===== src/rtl/line_drive_ctrl_if.sv =====
`default_nettype none
// +----------------------------------------------------------------------------+
// | Module   : line_drive_ctrl_if                                               |
// | Purpose  : Bundle of the line follower control and status signals.        |
// |            master: drives en/sensors and observes the servo/status outputs |
// |            slave : the controller itself                                   |
// | Signals  : en       drive enable                                           |
// |            sensors  line sensors (1 = line), upper half left, lower right  |
// |            servo_l  left servo command (registered)                        |
// |            servo_r  right servo command (registered)                       |
// |            state_o  current state code                                     |
// |            lost     high while stopped after a search timeout              |
// | Revision : 1.0  initial release                                            |
// +----------------------------------------------------------------------------+
interface line_drive_ctrl_if #(
    parameter int N_SENS = 4,
    parameter int SPD_W  = 8
);
    logic              en;
    logic [N_SENS-1:0] sensors;
    logic [SPD_W-1:0]  servo_l;
    logic [SPD_W-1:0]  servo_r;
    logic [2:0]        state_o;
    logic              lost;

    modport master (
        output en,
        output sensors,
        input  servo_l,
        input  servo_r,
        input  state_o,
        input  lost
    );

    modport slave (
        input  en,
        input  sensors,
        output servo_l,
        output servo_r,
        output state_o,
        output lost
    );
endinterface
`default_nettype wire


===== src/rtl/line_drive_ctrl.sv =====
`default_nettype none
// +----------------------------------------------------------------------------+
// | Module   : line_drive_ctrl                                                  |
// | Purpose  : Two-servo line follower controller. Decodes the left/right      |
// |            sensor halves, runs a timed turn / timed search state machine   |
// |            and produces registered servo commands.                         |
// | Ports    : clk   system clock, rising edge                                 |
// |            rst   synchronous active-high reset                             |
// |            bus   line_drive_ctrl_if.slave (en, sensors, servo_l, servo_r,  |
// |                  state_o, lost)                                            |
// | Options  : LINE_DRIVE_RAMP_EN - when defined, servo outputs slew toward    |
// |            their target by at most RAMP_STEP per cycle.                    |
// | Revision : 1.0  initial release                                            |
// +----------------------------------------------------------------------------+
module line_drive_ctrl #(
    parameter int N_SENS    = 4,
    parameter int SPD_W     = 8,
    parameter int SPD_L_FWD = 155,
    parameter int SPD_R_FWD = 137,
    parameter int TURN_CYC  = 500,
    parameter int LOST_CYC  = 1000,
    parameter int CNT_W     = 21,
    parameter int RAMP_STEP = 4
) (
    input  wire logic          clk,
    input  wire logic          rst,
    line_drive_ctrl_if.slave   bus
);

    typedef enum logic [2:0] {
        IDLE   = 3'd0,
        TURN_L = 3'd1,
        TURN_R = 3'd2,
        SEARCH = 3'd3,
        STOP   = 3'd7
    } state_t;

    // Last counter value before the state is left; exits happen here so the
    // counter never needs to reach TURN_CYC / LOST_CYC and cannot wrap.
    localparam logic [CNT_W-1:0] c_TURN_LAST = CNT_W'(TURN_CYC - 1);
    localparam logic [CNT_W-1:0] c_LOST_LAST = CNT_W'(LOST_CYC - 1);
    localparam logic [SPD_W-1:0] c_SPD_L     = SPD_W'(SPD_L_FWD);
    localparam logic [SPD_W-1:0] c_SPD_R     = SPD_W'(SPD_R_FWD);

    state_t             r_state;
    state_t             w_state_nxt;
    logic [CNT_W-1:0]   r_cnt;
    logic [CNT_W-1:0]   w_cnt_nxt;
    logic               r_last_left;
    logic               w_last_left_nxt;
    logic               r_lost;
    logic               w_lost_nxt;
    logic               w_force_zero;
    logic [SPD_W-1:0]   r_servo_l;
    logic [SPD_W-1:0]   r_servo_r;
    logic [SPD_W-1:0]   w_tgt_l;
    logic [SPD_W-1:0]   w_tgt_r;
    logic [SPD_W-1:0]   w_servo_l_nxt;
    logic [SPD_W-1:0]   w_servo_r_nxt;
    logic               w_l;
    logic               w_r;

    assign w_l = |bus.sensors[N_SENS-1:N_SENS/2];
    assign w_r = |bus.sensors[N_SENS/2-1:0];

    // Next-state, counter, direction memory and lost flag
    always_comb begin
        w_state_nxt     = r_state;
        w_cnt_nxt       = '0;
        w_last_left_nxt = r_last_left;
        w_lost_nxt      = 1'b0;
        w_force_zero    = 1'b0;

        if (!bus.en) begin
            w_state_nxt  = IDLE;
            w_force_zero = 1'b1;
        end else begin
            case (r_state)
                IDLE: begin
                    if (w_l && !w_r) begin
                        w_state_nxt     = TURN_L;
                        w_last_left_nxt = 1'b1;
                    end else if (!w_l && w_r) begin
                        w_state_nxt     = TURN_R;
                        w_last_left_nxt = 1'b0;
                    end else if (!w_l && !w_r) begin
                        w_state_nxt = SEARCH;
                    end
                end
                TURN_L, TURN_R: begin
                    // Sensors are ignored for the full turn duration
                    if (r_cnt == c_TURN_LAST) begin
                        w_state_nxt = IDLE;
                    end else begin
                        w_cnt_nxt = r_cnt + 1'b1;
                    end
                end
                SEARCH: begin
                    // Reacquiring the line beats the timeout on the same cycle
                    if (w_l || w_r) begin
                        w_state_nxt = IDLE;
                    end else if (r_cnt == c_LOST_LAST) begin
                        w_state_nxt = STOP;
                        w_lost_nxt  = 1'b1;
                    end else begin
                        w_cnt_nxt = r_cnt + 1'b1;
                    end
                end
                STOP: begin
                    if (w_l || w_r) begin
                        w_state_nxt = IDLE;
                    end else begin
                        w_lost_nxt = 1'b1;
                    end
                end
                default: begin
                    w_state_nxt  = IDLE;
                    w_force_zero = 1'b1;
                end
            endcase
        end
    end

    // Servo targets follow the state being entered, so servo outputs change
    // on the same edge as the state register.
    always_comb begin
        w_tgt_l = '0;
        w_tgt_r = '0;
        case (w_state_nxt)
            IDLE: begin
                w_tgt_l = c_SPD_L;
                w_tgt_r = c_SPD_R;
            end
            TURN_L: begin
                w_tgt_r = c_SPD_R;
            end
            TURN_R: begin
                w_tgt_l = c_SPD_L;
            end
            SEARCH: begin
                if (w_last_left_nxt) begin
                    w_tgt_r = c_SPD_R;
                end else begin
                    w_tgt_l = c_SPD_L;
                end
            end
            default: begin
                w_tgt_l = '0;
                w_tgt_r = '0;
            end
        endcase
    end

`ifdef LINE_DRIVE_RAMP_EN
    localparam logic [SPD_W-1:0] c_STEP = SPD_W'(RAMP_STEP);

    // Move toward the target by at most c_STEP, landing exactly on it
    function automatic logic [SPD_W-1:0] f_ramp(
        input logic [SPD_W-1:0] cur,
        input logic [SPD_W-1:0] tgt
    );
        logic [SPD_W-1:0] diff;
        if (tgt > cur) begin
            diff   = tgt - cur;
            f_ramp = (diff > c_STEP) ? cur + c_STEP : tgt;
        end else begin
            diff   = cur - tgt;
            f_ramp = (diff > c_STEP) ? cur - c_STEP : tgt;
        end
    endfunction

    always_comb begin
        w_servo_l_nxt = f_ramp(r_servo_l, w_tgt_l);
        w_servo_r_nxt = f_ramp(r_servo_r, w_tgt_r);
        if (w_force_zero) begin
            w_servo_l_nxt = '0;
            w_servo_r_nxt = '0;
        end
    end
`else
    logic [SPD_W-1:0] w_unused_ramp_step;
    assign w_unused_ramp_step = SPD_W'(RAMP_STEP);

    always_comb begin
        w_servo_l_nxt = w_tgt_l;
        w_servo_r_nxt = w_tgt_r;
        if (w_force_zero) begin
            w_servo_l_nxt = '0;
            w_servo_r_nxt = '0;
        end
    end
`endif

    always_ff @(posedge clk) begin
        if (rst) begin
            r_state     <= IDLE;
            r_cnt       <= '0;
            r_last_left <= 1'b0;
            r_lost      <= 1'b0;
            r_servo_l   <= '0;
            r_servo_r   <= '0;
        end else begin
            r_state     <= w_state_nxt;
            r_cnt       <= w_cnt_nxt;
            r_last_left <= w_last_left_nxt;
            r_lost      <= w_lost_nxt;
            r_servo_l   <= w_servo_l_nxt;
            r_servo_r   <= w_servo_r_nxt;
        end
    end

    assign bus.servo_l = r_servo_l;
    assign bus.servo_r = r_servo_r;
    assign bus.state_o = r_state;
    assign bus.lost    = r_lost;

endmodule
`default_nettype wire


===== src/flat_wrapper.sv =====
// flat-port wrapper written by rule: the top's interface ports become plain ports
module line_drive_ctrl_flat 
#(
    parameter int N_SENS    = 4,
    parameter int SPD_W     = 8,
    parameter int SPD_L_FWD = 155,
    parameter int SPD_R_FWD = 137,
    parameter int TURN_CYC  = 500,
    parameter int LOST_CYC  = 1000,
    parameter int CNT_W     = 21,
    parameter int RAMP_STEP = 4
)
  (clk, rst, bus_en, bus_sensors, bus_servo_l, bus_servo_r, bus_state_o, bus_lost);
  line_drive_ctrl_if #(.N_SENS(N_SENS), .SPD_W(SPD_W)) bus_i ();
  input  wire logic clk;
  input  wire logic rst;
  input wire logic [$bits(bus_i.en)-1:0] bus_en;
  input wire logic [$bits(bus_i.sensors)-1:0] bus_sensors;
  output wire logic [$bits(bus_i.servo_l)-1:0] bus_servo_l;
  output wire logic [$bits(bus_i.servo_r)-1:0] bus_servo_r;
  output wire logic [$bits(bus_i.state_o)-1:0] bus_state_o;
  output wire logic [$bits(bus_i.lost)-1:0] bus_lost;
  assign bus_i.en = bus_en;
  assign bus_i.sensors = bus_sensors;
  assign bus_servo_l = bus_i.servo_l;
  assign bus_servo_r = bus_i.servo_r;
  assign bus_state_o = bus_i.state_o;
  assign bus_lost = bus_i.lost;
  line_drive_ctrl #(.N_SENS(N_SENS), .SPD_W(SPD_W), .SPD_L_FWD(SPD_L_FWD), .SPD_R_FWD(SPD_R_FWD), .TURN_CYC(TURN_CYC), .LOST_CYC(LOST_CYC), .CNT_W(CNT_W), .RAMP_STEP(RAMP_STEP)) u_core (.clk(clk), .rst(rst), .bus(bus_i));
endmodule

===== config.mk =====
export PLATFORM = sky130hd
export DESIGN_NAME = line_drive_ctrl_flat
export DESIGN_NICKNAME = d
export VERILOG_FILES = /design/src/rtl/line_drive_ctrl_if.sv /design/src/rtl/line_drive_ctrl.sv /design/src/flat_wrapper.sv
export SDC_FILE = /design/constraint.sdc
export NUM_CORES = 1
export LEC_CHECK = 0
export ABC_AREA = 0
export CAP_MARGIN = 20
export CORE_ASPECT_RATIO = 0.6
export CORE_MARGIN = 3
export CORE_UTILIZATION = 46
export DETAILED_ROUTE_END_ITERATION = 12
export PLACE_DENSITY_LB_ADDON = 0.2
export SYNTH_ARGS = -nofsm -noshare
export SYNTH_HDL_FRONTEND = slang
export SYNTH_SLANG_ARGS = --single-unit

===== constraint.sdc =====
create_clock -name clk -period 1.6 [get_ports clk]
set_input_delay 0.48 -clock clk [delete_from_list [all_inputs] [get_ports clk]]
set_output_delay 0.48 -clock clk [all_outputs]
set_load 0.02 [all_outputs]

Yosys cells after proc, flatten, opt, wreduce, memory -nomap -nowiden
Cells that the tools add are included.
- muxes and demuxes: 27
- bitwise logic cells: 1
- $add $sub $neg: 1
- reduce and logical (&&, ||, !) cells: 16
- equal/unequal tests: 9
- operators by type and width (kind ; number):
    2-to-1 mux 21 bit ; 3
    case mux 21 bit (2 select lines) ; 1
    case mux 8 bit (2 select lines) ; 2
    2-to-1 mux 3 bit ; 8
    adder 21 x 1 -> 21 bit, second input constant ; 1
    == test 21 x 10 -> 1 bit, second input constant ; 1
    == test 21 x 9 -> 1 bit, second input constant ; 1
    2-to-1 mux 8 bit ; 2
    OR reduction 2 bit ; 7
    == test 3 x 2 -> 1 bit, second input constant ; 4
    case mux 3 bit (4 select lines) ; 1
    2-to-1 mux 1 bit ; 9
    == test 3 x 1 -> 1 bit, second input constant ; 2
    zero test 3 bit ; 2
    OR reduction 5 bit ; 1
    == test 3 bit, second input constant ; 1
    logical AND 1 bit ; 3
    zero test 1 bit ; 2
    case mux 1 bit (2 select lines) ; 1
    logical OR 1 bit ; 1
    NOT 1 bit ; 1
- logic and storage cells: 60
- bits of input ports: 7
- bits in registers: 42

Logic depth before layout (Yosys ltp)
Gate-level depths: netlist (run 1).
- word-level depth: 11
- gate-level depth with buffers: 7
- depth with buffers taken out: 6

Worst setup path before layout (run 1)
Ideal clock, no wire load.
- path type: register -> register
- from: reg u_core.r_cnt[0]
- to: reg u_core.r_cnt[10]
- data arrival time: 1.506 ns
- setup slack: -0.021 ns
- clock period less this slack: 1.621 ns
- stages on the path, launching flop included: 8
- path through: dfxtp_1 -> ha_1 -> nor4b_1 -> and4_1 -> a211oi_1 -> o21ai_2 -> buf_4 -> nor2_1
- longest elaborated chain between the ends: 4
- elaborated cells on any way between the ends: 7
- ends and longest elaborated chain (item ; line ; text):
    from (decl) ; line_drive_ctrl.sv:47 ; logic [CNT_W-1:0] r_cnt;
    from (signal assigned) ; line_drive_ctrl.sv:204 ; r_cnt <= w_cnt_nxt;
    adder 21 x 1 -> 21 bit / == test 21 x 10 -> 1 bit (equally long branches) ; line_drive_ctrl.sv:95, line_drive_ctrl.sv:106, line_drive_ctrl.sv:102 ;
    2-to-1 mux 21 bit ; line_drive_ctrl.sv:102 ; end else if (r_cnt == c_LOST_LAST) begin
    2-to-1 mux 21 bit ; line_drive_ctrl.sv:100 ; if (w_l || w_r) begin
    case mux 21 bit (2 select lines) * ; line_drive_ctrl.sv:78 ; case (r_state)
Every way passes the cells marked *; elsewhere a longest branch is shown, timed or not.
A chain may end at the register's enable or synchronous reset.

Worst setup path in the final report (run 1)
- from: in bus_en
- to: reg u_core.r_servo_r[3] (netlist: u_core.bus.servo_r[3])
- longest elaborated chain between the ends: 4
- elaborated cells on any way between the ends: 10
- ends and longest elaborated chain (item ; line ; text):
    from (decl) ; flat_wrapper.sv:17 ; input wire logic [$bits(bus_i.en)-1:0] bus_en;
    2-to-1 mux 3 bit ; line_drive_ctrl.sv:74 ; if (!bus.en) begin
    == test 3 x 1 -> 1 bit / zero test 3 bit (equally long branches) ; line_drive_ctrl.sv:129 ; case (w_state_nxt)
    OR reduction 2 bit (no source line) ; -- ;
    case mux 8 bit (2 select lines) ; line_drive_ctrl.sv:129 ;
    to (signal assigned) ; line_drive_ctrl.sv:208 ; r_servo_r <= w_servo_r_nxt;
    to (decl) ; line_drive_ctrl.sv:55 ; logic [SPD_W-1:0] r_servo_r;
Parallel ways exist; a longest one is shown, timed or not.

==> out/results.ini, run 1 <==
[status]
outcome = finished with violations
violations = negative setup slack

[routing]
wl_per_cell_um = 16.7
viasPerCell = 5.50
met1_length_um = 1840
drc_errors = 0
drt_iter0_markers = 112
dr.pass1.iters = 4
ant_nets = 0
vias = 1452
route.met3.wl_um = 321
routed.top_layer = met4
wl_met2_um = 2100
wl_um = 4400

[grt]
overflow = 0
grt_use_total_pct = 20.7
grt_pass1_vias = 1356
grt_first_pass_wirelength_um = 6240
grt_start_max_net_pins = 16
grt_antenna_before_repair = 0

[final_layout]
num_antenna_cells = 0
layout.nets = 231
post_route_cells_drive_above_1_share_pct = 41.9
finalInstanceArea_mm2 = 0.00219
syn2layout_area_growth_pct = 48.6

[job]
max-cap-violations = 0

[die]
core_area_mm2 = 0.00297
initial_utilization_pct = 49.7
die_h_um = 49.8
dieWidth_um = 79.0
die_area_mm2 = 0.00394
io_pins = 27
rows = 15

[yosys]
synth.avg_cell_area_um2 = 8.42
yosysMostFrequentCell = nor2_1
synth.area.top_cells = dfxtp_1 38%, xnor2_1 9.5%, nor2_1 8.7%
yosysTopAreaCell = dfxtp_1
synth_flop_cell = dfxtp_1
synth_edf_count = 0
synth_cell_type_count = 35
yosys_warnings = 0
yosys_register_bits = 28
syn-cell-area_mm2 = 0.00147
synth_top_cell_area_share_pct = 38.1
syn_inst = 175
ys_seq_area_share_pct = 38.1
ys_top_cells_by_count = 34 x nor2_1, 28 x dfxtp_1, 16 x buf_4, 16 x xnor2_1, 10 x nor3_1
postSynth.asyncResetShare_pct = 0

[clock_tree]
cts_htree_levels = 1
clk_latency_ps = 280
hold_buffers = 0
cts_tree = done
cts_num_sinks = 28
cts_made_buffers = 3
cts_root_buffer = clkbuf_8
clk_pin_slew_ps = 100
clk_path_buf_depth = 2

[timing]
min_period_ps = 1700
hold_violations = 0
finalWorstSetupSlack_ps = -99.1
finalSetupTns_ps = -1080
holdWs_ps = 560
slew_violations = 0
finClkSkew_ps = 5.83
rsz0062_at_grt = yes
setup_viol = 18
fin_crit_sh_pct = 106
fmax_ghz = 0.589

[setup_path]
crit_type = in2reg
critical_path.endpoint_type = register
path_buf_inv = 2
cp_slowest_stage_delay_ps = 500
critical_path_arrival_ps = 1870
cp_cell_sequence = clkdlybuf4s50_1 > inv_1 > o41ai_2 > a21o_1 > o21bai_2 > a21oi_2
start_kind = input pin
path_max_fanout = 3
worst_path_max_delay_cell = clkdlybuf4s50_1
cp_top_family = compound AO/OA/AOI/OAI gates
critPathRequiredTime_ps = 1770

[hold_path]
hold_class = reg2reg

[pwr]
power.density_mw_per_mm2 = 607
p_leak_nw = 0.833
peakVddDrop_uv = 501

[place]
place_area_mm2 = 0.00183
place_hpwl_um = 2640
dp_slack_ps = -427
port_buffers = 18
gp_congestion = 0.882

[metrics by stage]
step                      total power, mW  std cells  utilization (%)
after floorplan                     0.824        182                -
after CTS                            1.31        261             67.8
after detailed placement            0.869        251             61.7
after global placement              0.866        251             61.7
after global routing                 1.38        264             73.8
final                                1.33        264             73.8
[cells by family after synthesis]
family          Yosys count  share of synthesized area (%)
fa+ha+maj                 1                          0.849
flops                    28                           38.1
buf+inv                  26                           10.7
xor+xnor                 20                           11.9
simple gates             81                           30.0
compound gates           18                           8.24
other cells               1                          0.255
[report_power, final]
group          total (mW)  internal (mW)  switching [mW]
combinational       0.169         0.0705          0.0984
clock               0.451          0.221           0.230
sequential          0.708          0.703         0.00545
total                1.33          0.994           0.333
[cells in the final DEF, fill, tap and decap left out, types with 7 or more instances in the layout]
cell	Yosys	routed
xnor2_1	16	16
conb_1	1	8
buf_4	16	34
nor2_2	0	13
dlygate4sd2_1	0	11
nor2_1	34	15
dfxtp_1	28	22
nand2_1	8	7
[worst paths after layout]
kind	startpoint	slack [ps]	cells after the start	endpoint
max	bus_en	-100	6	u_core.bus.servo_r[3]$_SDFF_PP0_
min	u_core.r_cnt[0]$_SDFF_PP0_	560	2	u_core.r_cnt[0]$_SDFF_PP0_
max reg2reg	u_core.r_cnt[0]$_SDFF_PP0_	-90	6	u_core.r_cnt[17]$_SDFF_PP0_
min reg2reg	u_core.r_cnt[0]$_SDFF_PP0_	560	2	u_core.r_cnt[0]$_SDFF_PP0_
[routing by layer]
layer	track usage, %	up-vias
met5	0	-
met4	6.00	0
met3	6.02	16
met2	34.8	73
met1	25.9	690
li1	-	673
[state kept, by name, summed over array words and instances, names as in the netlist]
| signal | count |
|---|---|
| u_core.bus.state_o | 3 |
| u_core.bus.lost | 1 |
| u_core.r_last_left | 1 |
| u_core.bus.servo_l | 1 |
| u_core.r_cnt | 21 |
| u_core.bus.servo_r | 1 |
[what timing repair did]
action	4_1_cts	5_1_grt
buffers inserted	5	4
endpoints found under the hold margin	0	0
endpoints found under the setup margin	36	27
pin swaps	16	14
gates cloned	2	0
gates resized for setup	39	42
[area by class of cell]
cell class,instances,area [um2]
Clock buffer,4,55.1
Sequential cell,28,568
Multi-Input combinational cell,128,1000
Timing Repair Buffer,56,489
Tap cell,42,52.6
Fill cell,234,777
Inverter,6,22.5
[worst register-to-register path: cells and delay by family, from the launching register on]
family / cells / cell delay, ps
buf+inv: 1 / 130
flops: 1 / 360
xor+xnor: 1 / 210
simple gates: 4 / 870
(Power assumes the default switching activity.)
==> inputs of run 2 (changes only) <==
CORE_MARGIN = 2   (was 3)
RECOVER_POWER = 50   (was unset)
==> out/results.ini, run 2 (same netlist as run 1, synthesis figures left out) <==
[status]
outcome = finished with violations
violations = negative setup slack

[routing]
wl_um = 3880  ; -12%
wl_per_cell_um = 14.7  ; -12%
drt_iter0_markers = 123  ; +9.8%
viasPerCell = 5.09  ; -7.5%
ant_nets = 0  ; unchanged
vias = 1348  ; -7.2%
drc_errors = 0  ; unchanged
dr.pass1.iters = 4  ; unchanged

[timing]
fin_crit_sh_pct = 103  ; -3.3 points
holdWs_ps = 550  ; -9.96 ps
slew_violations = 0  ; unchanged
finClkSkew_ps = 5.18  ; -0.643 ps
finalWorstSetupSlack_ps = -46.0  ; +53.1 ps
hold_violations = 0  ; unchanged
rsz0062_at_grt = yes
fmax_ghz = 0.608  ; +3.2%
setup_viol = 17  ; -1
min_period_ps = 1650  ; -53.1 ps

[pwr]
finalPower_mw = 1.42  ; +7.2%
p_seq_share_pct = 49.8  ; -3.5 points
swShare_pct = 22.4  ; -2.7 points
switching_power_uw = 319  ; -4.5%
p_int_mw = 1.10  ; +11%
power.share.clock_pct = 39.2  ; +5.3 points
p_leak_nw = 0.835  ; +0.32%
combPwrFrac_pct = 11.0  ; -1.7 points
peakVddDrop_uv = 589  ; +17%
power.density_mw_per_mm2 = 669  ; +10%

[hold_path]
hold_class = reg2reg
min_from = u_core.r_cnt[0]$_SDFF_PP0_
min_path_cells = 2  ; unchanged
holdPathEnd = u_core.r_cnt[0]$_SDFF_PP0_

[grt]
grt_pass1_vias = 1228  ; -9.4%
overflow = 0  ; unchanged
grt_first_pass_wirelength_um = 5890  ; -5.7%
grt_antenna_before_repair = 0  ; unchanged
grt_start_max_net_pins = 17  ; +1
grt_use_total_pct = 21.0  ; +0.33 points

[setup_path]
start_kind = input pin
cp_slowest_stage_delay_ps = 500  ; about the same
path_max_fanout = 5  ; +2
critPathRequiredTime_ps = 1810  ; +40 ps
r2r_cells = 8  ; +2
reg2reg_slack_ps = -40  ; +50 ps
r2r-end = u_core.r_cnt[12]$_SDFF_PP0_
cp_cell_sequence = clkdlybuf4s50_1 > inv_2 > buf_4 > nor2_1 > o21ai_2 > buf_6 > buf_6 > nor2_1
worst_path_max_delay_cell = clkdlybuf4s50_1
reg2reg_from = u_core.r_cnt[1]$_SDFF_PP0_
path_buf_inv = 5  ; +3
crit_type = in2reg
critical_path.endpoint_type = register
critical_path_arrival_ps = 1860  ; about the same
cp_top_family = buffers and inverters

[die]
rows = 15  ; unchanged
die_area_mm2 = 0.00369  ; -6.4%
io_pins = 27  ; unchanged
die_h_um = 47.8  ; -4.0%
initial_utilization_pct = 49.7  ; unchanged
core_area_mm2 = 0.00297  ; unchanged
dieWidth_um = 77.0  ; -2.5%

[final_layout]
layout.cells.non_filler = 265  ; +0.38%
regMostFlops = u_core.r_cnt
final_cell_mix = 34 x buf_4, 23 x nor2_1, 19 x dfxtp_1
num_antenna_cells = 0  ; unchanged
final_common_cell = buf_4
finalInstanceArea_mm2 = 0.00213  ; -2.8%
multi_input_area_um2 = 928  ; -7.3%
seqCellArea_um2 = 572  ; +0.66%
fillers = 243  ; +3.8%
largest_register_ffs = 21  ; unchanged
layout.nets = 232  ; +0.43%
post_route_cells_drive_above_1_share_pct = 39.0  ; -2.9 points
syn2layout_area_growth_pct = 44.4

[clock_tree]
cts_root_buffer = clkbuf_8
cts_made_buffers = 3  ; unchanged
clk_pin_slew_ps = 90  ; about the same
cts_htree_levels = 1  ; unchanged
cts_num_sinks = 28  ; unchanged
clk_path_buf_depth = 2  ; unchanged
clk_latency_ps = 280  ; about the same
cts_tree = done

[place]
placed_cells = 254  ; +1.2%
dp_slack_ps = -397  ; +29.4 ps
port_buffers = 18  ; unchanged
gp_congestion = 0.880  ; -0.25%
place_hpwl_um = 2680  ; +1.5%
place_area_mm2 = 0.00185  ; +1.2%

[job]
max-cap-violations = 0  ; unchanged

## run 2: cell count changes in the layout (fill, tap and decap cells not counted), sizes merged
cell,change
bufinv,+1
clkbuf,-1
dlygate4sd2,+2
buf,+1
dlymetal6s2s,-2
## run 2: worst max path at each step
| stage | start | end | slack (ps) | depth (start not counted) |
|---|---|---|---|---|
| floorplan | u_core.r_cnt[1]$_SDFF_PP0_ | u_core.r_cnt[10]$_SDFF_PP0_ | 30 | 7 |
| finish | bus_en | u_core.r_cnt[2]$_SDFF_PP0_ | -50 | 8 |
| CTS | u_core.r_cnt[1]$_SDFF_PP0_ | u_core.r_cnt[2]$_SDFF_PP0_ | -60 | 7 |
| global placement | bus_sensors[3] | u_core.r_cnt[19]$_SDFF_PP0_ | -310 | 7 |
| global route | u_core.r_cnt[1]$_SDFF_PP0_ | u_core.r_cnt[12]$_SDFF_PP0_ | -110 | 8 |
| detailed placement | bus_sensors[3] | u_core.r_cnt[17]$_SDFF_PP0_ | -400 | 7 |
## run 2: worst reg2reg max path, delay by kind of cell (launching register included)
| family | cells | cell delay [ps] |
|---|---|---|
| AOI/OAI and AO/OA | 2 | 270 |
| adders and majority gates | 1 | 140 |
| buffers and inverters | 2 | 270 |
| DFF | 1 | 360 |
| and+or+nand+nor | 3 | 500 |
## run 2: area by class of cell
cell class	instances	share of cell area (%)
Multi-Input combinational cell	128	43.6
Inverter	6	1.06
Clock buffer	3	1.94
Sequential cell	28	26.9
Tap cell	42	2.47
Clock inverter	1	1.41
Timing Repair Buffer	57	22.6
## run 2: repair_timing
action | in CTS | in global routing
pin swaps | 19 | 10
endpoints found under the setup margin | 36 | 27
setup buffers | 4 | 2
hold buffers | 0 | 0
resized for setup | 40 | 27
cloned | 1 | 1
## run 2: power groups by stage
stage	combinational (mW)	sequential (mW)	clock, mW
after floorplan	0.0941	0.730	0
after global placement	0.140	0.724	0
after detailed placement	0.144	0.725	0
after CTS	0.147	0.709	0.574
after global routing	0.164	0.710	0.602
final	0.157	0.709	0.558
## run 2: through the flow
step           setup TNS [ps]  utilization, %
5_1_grt                 -2010            71.7
2_1_floorplan               0               -
4_1_cts                  -595            68.9
6_report                 -582            71.7
3_3_place_gp            -7600            62.4
3_5_place_dp            -8860            62.4
## run 2: layer usage
| layer | routed length [um] | global-route usage (%) | vias to the layer above |
|---|---|---|---|
| met5 | 0 | 0 | - |
| met2 | 1760 | 34.4 | 49 |
| met4 | 14 | 3.57 | 0 |
| met3 | 221 | 4.91 | 2 |
| met1 | 1890 | 29.7 | 622 |
| li1 | - | - | 675 |
==> inputs of run 3 (changes only) <==
REMOVE_ABC_BUFFERS = 1   (was unset)
==> out/results.ini, run 3 (same netlist as run 1, synthesis figures left out) <==
[status]
outcome = finished with violations
violations = negative setup slack

[final_layout]
layout.nets = 234  ; +0.86%
num_antenna_cells = 0  ; unchanged
syn2layout_area_growth_pct = 49.4
regMostFlops = u_core.r_cnt
finalInstanceArea_mm2 = 0.00220  ; +3.4%
post_route_cells_drive_above_1_share_pct = 36.4  ; -2.6 points
final_cell_mix = 37 x buf_4, 22 x nor2_1, 22 x dfxtp_1
final_common_cell = buf_4
largest_register_ffs = 21  ; unchanged
layout.cells.non_filler = 267  ; +0.75%

[grt]
overflow = 0  ; unchanged
grt_pass1_vias = 1450  ; +18%
grt_start_max_net_pins = 16  ; -1
grt_antenna_before_repair = 0  ; unchanged
grt_first_pass_wirelength_um = 7110  ; +21%
grt_use_total_pct = 26.1  ; +5.1 points

[routing]
vias = 1463  ; +8.5%
dr.pass1.iters = 4  ; unchanged
drc_errors = 0  ; unchanged
viasPerCell = 5.48  ; +7.7%
ant_nets = 0  ; unchanged
wl_per_cell_um = 17.0  ; +16%
wl_um = 4540  ; +17%
drt_iter0_markers = 99  ; -20%

[setup_path]
start_kind = register
r2r_cells = 7  ; -1
crit_type = reg2reg
cp_slowest_stage_delay_ps = 370  ; -130 ps
crit_path_start = u_core.r_cnt[13]$_SDFF_PP0_
reg2reg_from = u_core.r_cnt[13]$_SDFF_PP0_
critical_path.endpoint_type = register
critPathRequiredTime_ps = 1770  ; -40 ps
cp_cell_sequence = nor4_4 > and4_4 > a211oi_4 > o21ai_2 > buf_6 > buf_12 > nor2_4
critical_path_arrival_ps = 1920  ; +60 ps
worst_path_max_delay_cell = dfxtp_4
path_max_fanout = 6  ; +1
reg2reg_slack_ps = -150  ; -110 ps
r2r-end = u_core.r_cnt[6]$_SDFF_PP0_

[place]
placed_cells = 256  ; +0.79%
place_area_mm2 = 0.00186  ; +0.68%
port_buffers = 18  ; unchanged
gp_congestion = 0.754  ; -14%
dp_slack_ps = -358  ; +39.2 ps
place_hpwl_um = 2740  ; +2.6%

[clock_tree]
cts_root_buffer = clkbuf_8
cts_num_sinks = 28  ; unchanged
clk_latency_ps = 290  ; about the same
clk_pin_slew_ps = 100  ; about the same
cts_htree_levels = 1  ; unchanged
cts_tree = done
clk_path_buf_depth = 2  ; unchanged
cts_made_buffers = 3  ; unchanged
hold_buffers = 0  ; unchanged

[timing]
slew_violations = 0  ; unchanged
fmax_ghz = 0.571  ; -6.0%
rsz0062_at_grt = yes
hold_violations = 0  ; unchanged
finClkSkew_ps = 8.36  ; +3.18 ps
fin_crit_sh_pct = 109  ; +6.6 points
min_period_ps = 1750  ; +105 ps
holdWs_ps = 569  ; +18.0 ps
finalWorstSetupSlack_ps = -151  ; -105 ps
setup_viol = 24  ; +7

[job]
max-cap-violations = 0  ; unchanged

[die]
rows = 15  ; unchanged
die_area_mm2 = 0.00369  ; unchanged
dieWidth_um = 77.0  ; unchanged
initial_utilization_pct = 49.7  ; unchanged
die_h_um = 47.8  ; unchanged
core_area_mm2 = 0.00297  ; unchanged
io_pins = 27  ; unchanged

[pwr]
power.density_mw_per_mm2 = 602  ; -10%
peakVddDrop_uv = 355  ; -40%
finalPower_mw = 1.32  ; -6.9%
p_leak_nw = 0.833  ; -0.21%

[hold_path]
min_path_cells = 2  ; unchanged
min_from = u_core.r_cnt[0]$_SDFF_PP0_
holdPathEnd = u_core.r_cnt[0]$_SDFF_PP0_
hold_class = reg2reg

==> run 3: cell count changes in the layout (fill, tap and decap cells not counted), moves of 3 or more <==
cell / change
nor2_4: +9
nor2_2: -8
dfxtp_2: -4
buf_4: +3
buf_6: -3
dfxtp_1: +3
dlygate4sd2_1: +3
==> run 3: cell type report <==
class / instances / area [um2]
Inverter: 6 / 22.5
Fill cell: 212 / 766
Sequential cell: 28 / 571
Tap cell: 42 / 52.6
Timing Repair Buffer: 59 / 508
Multi-Input combinational cell: 128 / 991
Clock buffer: 4 / 55.1
==> run 3: worst max path at each step <==
stage | to | slack, ps | cells past startpoint
after detailed placement | u_core.r_cnt[17]$_SDFF_PP0_ | -360 | 7
final | u_core.r_cnt[6]$_SDFF_PP0_ | -150 | 7
after CTS | u_core.r_cnt[6]$_SDFF_PP0_ | -130 | 8
after global placement | u_core.r_cnt[19]$_SDFF_PP0_ | -310 | 7
after floorplan | u_core.r_cnt[10]$_SDFF_PP0_ | -260 | 6
after global routing | u_core.r_cnt[6]$_SDFF_PP0_ | -220 | 7
==> run 3: per-layer routing <==
layer	GRT usage [%]	up-vias	wire length, um
met2	47.9	93	2160
met3	8.87	14	469
met4	7.14	0	93
met1	30.9	682	1820
li1	-	674	-
met5	0	-	0
==> run 3: where the power goes <==
part	switching [mW]	internal, mW
combinational	0.0934	0.0670
clock	0.235	0.221
sequential	0.00639	0.701
total	0.335	0.990
==> run 3: critical path, delay by kind of cell, from the launching register on <==
family / cells / cell delay [ps]
DFF: 1 / 370
and+or+nand+nor: 3 / 700
AOI/OAI and AO/OA: 2 / 260
buffers and inverters: 2 / 300
==> run 3: stage by stage <==
step                      utilization (%)  TNS (ps)
after floorplan                         -     -5380
after global placement               62.9     -7690
after detailed placement             62.9     -8850
after CTS                            73.2     -1140
after global routing                 74.2     -4240
final                                74.2     -2410
==> run 3: what timing repair did <==
action / in CTS / in global routing
setup endpoints to repair: 37 / 27
pin swaps: 18 / 13
cloned: 2 / 0
gates resized for setup: 56 / 16
buffers inserted: 8 / 3
